==> config.mk <==
export PLATFORM = sky130hd
export DESIGN_NAME = rmst_arbiter
export DESIGN_NICKNAME = d
export VERILOG_FILES = /design/src/rtl/rmst_arbiter.sv
export SDC_FILE = /design/constraint.sdc
export NUM_CORES = 1
export LEC_CHECK = 0
export ABC_CLOCK_PERIOD_IN_PS = 5350
export CAP_MARGIN = 20
export CORE_AREA = 8 8 755 757
export CTS_BUF_LIST = sky130_fd_sc_hd__clkbuf_4
export CTS_CLUSTER_DIAMETER = 30
export DETAILED_ROUTE_END_ITERATION = 12
export DIE_AREA = 0 0 763 765
export DONT_BUFFER_PORTS = 1
export SKIP_LAST_GASP = 1
export SLEW_MARGIN = 10
export SYNTH_ARGS = -nofsm -noshare
export SYNTH_HDL_FRONTEND = slang
export SYNTH_SLANG_ARGS = --single-unit
==> constraint.sdc <==
create_clock -name clk -period 5.35 [get_ports clk]
set_input_delay 0.8025 -clock clk [delete_from_list [all_inputs] [get_ports clk]]
set_output_delay 0.8025 -clock clk [all_outputs]
set_load 0.02 [all_outputs]
==> src/rtl/rmst_arbiter.sv <==
`timescale 1ns/1ps
// -----------------------------------------------------------------------------
// rmst_arbiter
// Shares one read master and its return stream between two requesters,
// IFM and WGT. A granted requester gets its address and transfer size issued
// to the read master. The shared stream is then routed to that requester
// until the read master reports completion.
//
// Configuration macro:
//   RMST_ARB_RR_EN  defined   -> simultaneous requests alternate (round robin)
//                   undefined -> IFM always wins simultaneous requests
//
// Ports:
//   clk, rst                        clock, asynchronous active-high reset
//   ifm_req/wgt_req                 level requests, held until matching done
//   ifm/wgt_addr_base, _offset      transfer address = base + offset (mod 2^64)
//   ifm_done/wgt_done               one-cycle completion pulse to requester
//   ifm/wgt_tvalid, _tdata, _tready routed stream per requester
//   rmst_start/addr/size/done       shared read-master command/completion
//   s_tvalid/s_tdata/s_tready       shared read-master stream
//   grant                           one-hot owner (bit0 IFM, bit1 WGT)
//   busy                            high whenever not IDLE
//   xfer_err                        sticky beat-count mismatch flag
// -----------------------------------------------------------------------------
module rmst_arbiter #(
    parameter int DATA_WIDTH     = 512,
    parameter int IFM_XFER_BYTES = 46080,
    parameter int WGT_XFER_BYTES = 18432
) (
    input  logic                  clk,
    input  logic                  rst,
    input  logic                  ifm_req,
    input  logic                  wgt_req,
    input  logic [63:0]           ifm_addr_base,
    input  logic [63:0]           wgt_addr_base,
    input  logic [63:0]           ifm_offset,
    input  logic [63:0]           wgt_offset,
    output logic                  ifm_done,
    output logic                  wgt_done,
    output logic                  ifm_tvalid,
    output logic                  wgt_tvalid,
    output logic [DATA_WIDTH-1:0] ifm_tdata,
    output logic [DATA_WIDTH-1:0] wgt_tdata,
    input  logic                  ifm_tready,
    input  logic                  wgt_tready,
    output logic                  rmst_start,
    output logic [63:0]           rmst_addr,
    output logic [63:0]           rmst_size,
    input  logic                  rmst_done,
    input  logic                  s_tvalid,
    input  logic [DATA_WIDTH-1:0] s_tdata,
    output logic                  s_tready,
    output logic [1:0]            grant,
    output logic                  busy,
    output logic                  xfer_err
);

    localparam int BEAT_BYTES = DATA_WIDTH / 8;
    localparam int MAX_BYTES  = (IFM_XFER_BYTES > WGT_XFER_BYTES) ? IFM_XFER_BYTES : WGT_XFER_BYTES;
    localparam int MAX_BEATS  = MAX_BYTES / BEAT_BYTES;
    // One spare code above the largest legal count so an overrun cannot
    // wrap back onto a matching value.
    localparam int BEAT_W     = $clog2(MAX_BEATS + 2);

    localparam logic [63:0] IFM_SIZE    = 64'(IFM_XFER_BYTES);
    localparam logic [63:0] WGT_SIZE    = 64'(WGT_XFER_BYTES);
    localparam logic [63:0] BEAT_BYTES64 = 64'(BEAT_BYTES);

    typedef enum logic [1:0] {
        ST_IDLE  = 2'd0,
        ST_ISSUE = 2'd1,
        ST_XFER  = 2'd2,
        ST_DONE  = 2'd3
    } state_t;

    state_t              state_q, state_d;
    logic [1:0]          grant_q, grant_d;
    logic [63:0]         addr_q, addr_d;
    logic [63:0]         size_q, size_d;
    logic [BEAT_W-1:0]   beat_q, beat_d;
    logic                err_q, err_d;
    logic                start_q, start_d;

    logic                in_xfer;
    logic                beat_fire;
    logic [63:0]         beat_total;
    logic                pick_wgt;

    // ---------------------------------------------------------------- arbitration
`ifdef RMST_ARB_RR_EN
    // 1 = WGT was granted last, so IFM wins the next tie.
    logic wgt_last_q, wgt_last_d;

    always_comb begin
        wgt_last_d = wgt_last_q;
        if (state_q == ST_DONE) begin
            wgt_last_d = grant_q[1];
        end
    end

    always_ff @(posedge clk or posedge rst) begin
        if (rst) begin
            wgt_last_q <= 1'b1;
        end else begin
            wgt_last_q <= wgt_last_d;
        end
    end

    assign pick_wgt = wgt_req & (~ifm_req | ~wgt_last_q);
`else
    assign pick_wgt = wgt_req & ~ifm_req;
`endif

    // ---------------------------------------------------------------- stream routing
    assign in_xfer    = (state_q == ST_XFER);
    assign ifm_tdata  = s_tdata;
    assign wgt_tdata  = s_tdata;
    assign ifm_tvalid = in_xfer & grant_q[0] & s_tvalid;
    assign wgt_tvalid = in_xfer & grant_q[1] & s_tvalid;
    assign s_tready   = in_xfer & ((grant_q[0] & ifm_tready) | (grant_q[1] & wgt_tready));
    assign beat_fire  = in_xfer & s_tvalid & s_tready;

    // Include a beat that handshakes in the same cycle as rmst_done.
    assign beat_total = 64'(beat_q) + 64'(beat_fire);

    // ---------------------------------------------------------------- next state
    always_comb begin
        // NOTE: every signal gets a default first so no path leaves it unassigned (no latch).
        state_d = state_q;
        grant_d = grant_q;
        addr_d  = addr_q;
        size_d  = size_q;
        beat_d  = beat_q;
        err_d   = err_q;
        start_d = 1'b0;

        case (state_q)
            ST_IDLE: begin
                if (ifm_req | wgt_req) begin
                    grant_d = pick_wgt ? 2'b10 : 2'b01;
                    addr_d  = pick_wgt ? (wgt_addr_base + wgt_offset)
                                       : (ifm_addr_base + ifm_offset);
                    size_d  = pick_wgt ? WGT_SIZE : IFM_SIZE;
                    beat_d  = '0;
                    state_d = ST_ISSUE;
                end
            end
            ST_ISSUE: begin
                // Registered start: high for exactly the first XFER cycle.
                start_d = 1'b1;
                state_d = ST_XFER;
            end
            ST_XFER: begin
                if (beat_fire && (beat_q != '1)) begin
                    beat_d = beat_q + 1'b1;
                end
                if (rmst_done) begin
                    state_d = ST_DONE;
                    if (beat_total != (size_q / BEAT_BYTES64)) begin
                        err_d = 1'b1;
                    end
                end
            end
            ST_DONE: begin
                grant_d = 2'b00;
                state_d = ST_IDLE;
            end
            default: state_d = ST_IDLE;
        endcase
    end

    // ---------------------------------------------------------------- state registers
    always_ff @(posedge clk or posedge rst) begin
        if (rst) begin
            state_q <= ST_IDLE;
            grant_q <= 2'b00;
            addr_q  <= '0;
            size_q  <= '0;
            beat_q  <= '0;
            err_q   <= 1'b0;
            start_q <= 1'b0;
        end else begin
            // NOTE: non-blocking assignments so every flop samples pre-edge values.
            state_q <= state_d;
            grant_q <= grant_d;
            addr_q  <= addr_d;
            size_q  <= size_d;
            beat_q  <= beat_d;
            err_q   <= err_d;
            start_q <= start_d;
        end
    end

    // ---------------------------------------------------------------- outputs
    assign ifm_done   = (state_q == ST_DONE) & grant_q[0];
    assign wgt_done   = (state_q == ST_DONE) & grant_q[1];
    assign rmst_start = start_q;
    assign rmst_addr  = addr_q;
    assign rmst_size  = size_q;
    assign grant      = grant_q;
    assign busy       = (state_q != ST_IDLE);
    assign xfer_err   = err_q;

endmodule

==> impl_metrics.env <==
export IMPL_status="finished clean"
export IMPL_hp_start="rmst_done"
export IMPL_post_route_cells_drive_above_1_share_pct=10.1
export IMPL_synthMostInstantiatedCell="buf_4"
export IMPL_synth_edff_count=0
export IMPL_cts_buffers=9
export IMPL_slew_headroom_pct=27.7
export IMPL_synth_top_cell_area_share_pct=42.0
export IMPL_skew_ns=0.0775
export IMPL_fp_dieW_um=763
export IMPL_synth_area_um2=19400
export IMPL_ir_drop_v=0.000134
export IMPL_final_core_util_pct=3.89
export IMPL_power_mw=5.05
export IMPL_finalCritPeriodShare_pct=84.8
export IMPL_hold_depth=1
export IMPL_grt_total_usage_pct=14.9
export IMPL_via_per_inst=1.74
export IMPL_ys_ff_latch=82
export IMPL_holdWs_ns=0.185
export IMPL_grt_max_degree=57
export IMPL_wl_per_cell_um=49.6
export IMPL_synth_common_cells="buf_4, a21oi_1, nand2_1, nor2_1, o21ai_0"
export IMPL_grt_pass1_vias=14700
export IMPL_place_hpwl_mm=432
export IMPL_r2r_end="rmst_addr[61]"
export IMPL_min_to="xfer_err"
export IMPL_fin_nets=2534
export IMPL_vias=16000
export IMPL_worst_skew_pair_late_latency_ns=0.74
export IMPL_synth_area_per_cell_um2=7.41
export IMPL_clock_root_buffer="clkbuf_4"
export IMPL_cts_max_level=3
export IMPL_period_needed_ns=4.54
export IMPL_start_kind="input pin"
export IMPL_setup_ws_ns=0.811
export IMPL_row_count=275
export IMPL_critical_path_class="input pin to register"
export IMPL_dp_cells=9090
export IMPL_gp_congestion=0.815
export IMPL_ant_nets=0
export IMPL_first_pass_iters=5
export IMPL_dpl_worst_slack_ns=-0.0317
export IMPL_num_io_pins=1938
export IMPL_core_area_um2=558000
export IMPL_syn_instance_count=2616
export IMPL_antenna_found_initial=108
export IMPL_seq_area_um2=2050
export IMPL_worstPathRequired_ns=6.00
export IMPL_yosys_area_top_type="buf_4"
export IMPL_maxSlewViolCount=0
export IMPL_worst_pin_slew_ns=1.08
export IMPL_die_y_um=765
export IMPL_hold_path_class="input pin to register"
export IMPL_max_clock_path_buffers=2
export IMPL_wirelength_mm=454
export IMPL_ys_types=81
export IMPL_rsz0062_at_grt="false"
export IMPL_post_route_drc_count=0
export IMPL_synthFlopType="dfrtp_1"
export IMPL_path_max_fanout=8
export IMPL_ys_warn_count=0
export IMPL_multi_input_area_um2=9100
export IMPL_arrival_ns=5.19
export IMPL_r2r_start="state_q[0]"
export IMPL_drt_iter0_markers=1483
export IMPL_die_area_um2=584000
export IMPL_grt_pass1_wl_mm=490
export IMPL_synth_area_leaders="buf_4, dfrtp_1, ha_1"
export IMPL_hold_viol=0
export IMPL_power_density_nw_per_um2=232
export IMPL_async_reset_ff_share_pct=100
export IMPL_p_leak_nw=5.68
export IMPL_reg2reg_depth=10
export IMPL_cts_tree="yes"
export IMPL_worst_setup_path_end_kind="register"
export IMPL_grt_ovfl_total=0
export IMPL_filler_cell_count=66400
export IMPL_finalSetupViolations=0
export IMPL_stdcell_count=9155
export IMPL_start_util_pct=3.47
export IMPL_port_buffers=0
export IMPL_synthToLayoutAreaGrowth_pct=12.1
export IMPL_timing_fmax_mhz=220
export IMPL_clk_pin_slew_worst_paths_ns=0.30
export IMPL_seq_area_frac_synth_pct=10.6
export IMPL_cts_sinks=82
export IMPL_ff2ff_setup_slack_ns=2.05
export IMPL_max_cap_violations=0
worst max path at each step:
| stage | from | slack (ns) | end | depth (start not counted) |
|---|---|---|---|---|
| 3_5_place_dp | wgt_addr_base[36] | -0.03 | rmst_addr[63] | 13 |
| 5_1_grt | wgt_addr_base[36] | 0.92 | rmst_addr[63] | 13 |
| 2_1_floorplan | wgt_addr_base[0] | 1.79 | rmst_addr[46] | 12 |
| 6_report | wgt_addr_base[36] | 0.81 | rmst_addr[63] | 13 |
| 4_1_cts | wgt_addr_base[36] | 0.87 | rmst_addr[63] | 13 |
| 3_3_place_gp | wgt_addr_base[36] | -0.76 | rmst_addr[63] | 12 |
kinds of logic after synthesis:
kind of cell    after synthesis  share of synthesized area, %
flops                        82                          10.6
mux                           5                         0.258
buf+inv                    1199                          44.3
compound gates              572                          18.8
fa+ha+maj                   135                          8.79
other cells                   1                        0.0193
simple gates                498                          11.7
xor+xnor                    124                          5.60
report_power, final:
group,switching (mW),internal [mW],total (mW)
sequential,0.767,0.877,1.64
clock,0.455,0.113,0.568
combinational,1.98,0.851,2.84
total,3.21,1.84,5.05
worst max-delay path, stage by stage:
cell       delay (ns)
ha_1             0.46
nand4_1          0.44
nor3_1           0.90
nand4_1          0.46
a21oi_1          0.25
o21ai_1          0.10
buf_4            0.21
a2111oi_2        0.38
buf_4            0.23
o21ai_0          0.16
a21oi_1          0.41
xnor2_1          0.13
o2111ai_1        0.20
final cells by class:
| cell class | instances | area share [%] |
|---|---|---|
| Sequential cell | 82 | 9.44 |
| Clock buffer | 9 | 0.311 |
| Antenna cell | 48 | 0.552 |
| Inverter | 38 | 0.668 |
| Timing Repair Buffer | 100 | 3.75 |
| Tap cell | 7479 | 43.0 |
| Clock inverter | 7 | 0.397 |
| Multi-Input combinational cell | 1392 | 41.8 |
sequential cells by signal (all words and copies together) (netlist names):
name	cells
beat_q	10
grant	2
rmst_addr	64
rmst_size	2
rmst_start	1
state_q	2
xfer_err	1
timing repair:
action / CTS / global route
endpoints found under the hold margin: 31 / 0
hold buffers: 1 / 0
setup buffers: 0 / 0
gates resized for setup: 0 / 0
metrics by stage:
stage | cell area, um2 | TNS, ns
4_1_cts | 21600 | 0
5_1_grt | 21700 | 0
3_5_place_dp | 21500 | -0.0317
3_3_place_gp | 21500 | -1.72
2_1_floorplan | 19600 | 0
6_report | 21700 | 0
cells in the final DEF, fill, tap and decap left out, drive strengths merged, types with 19 or more instances in the layout:
cell	netlist	routed
ha	133	133
xnor2	72	72
xor2	52	52
o21a	20	20
nand4	39	39
nand3	37	37
a31oi	19	19
nor3	28	28
o21ai	144	144
dfrtp	82	82
o21bai	23	23
nand2	181	181
inv	38	39
nor2	143	143
a21oi	193	193
diode	0	48
conb	1	58
buf	1094	99
a21o	50	50
metal layers:
layer | part of all wire (%) | global-route usage [%] | up-vias | routed length [um]
li1 | - | - | 5812 | -
met1 | 16 | 6.93 | 6583 | 74000
met2 | 36 | 19.1 | 2880 | 164000
met3 | 42 | 29.3 | 598 | 190000
met4 | 5.2 | 6.33 | 87 | 23500
met5 | 0.78 | 4.00 | - | 3530
Note: power is estimated with default switching activity, not from simulation.
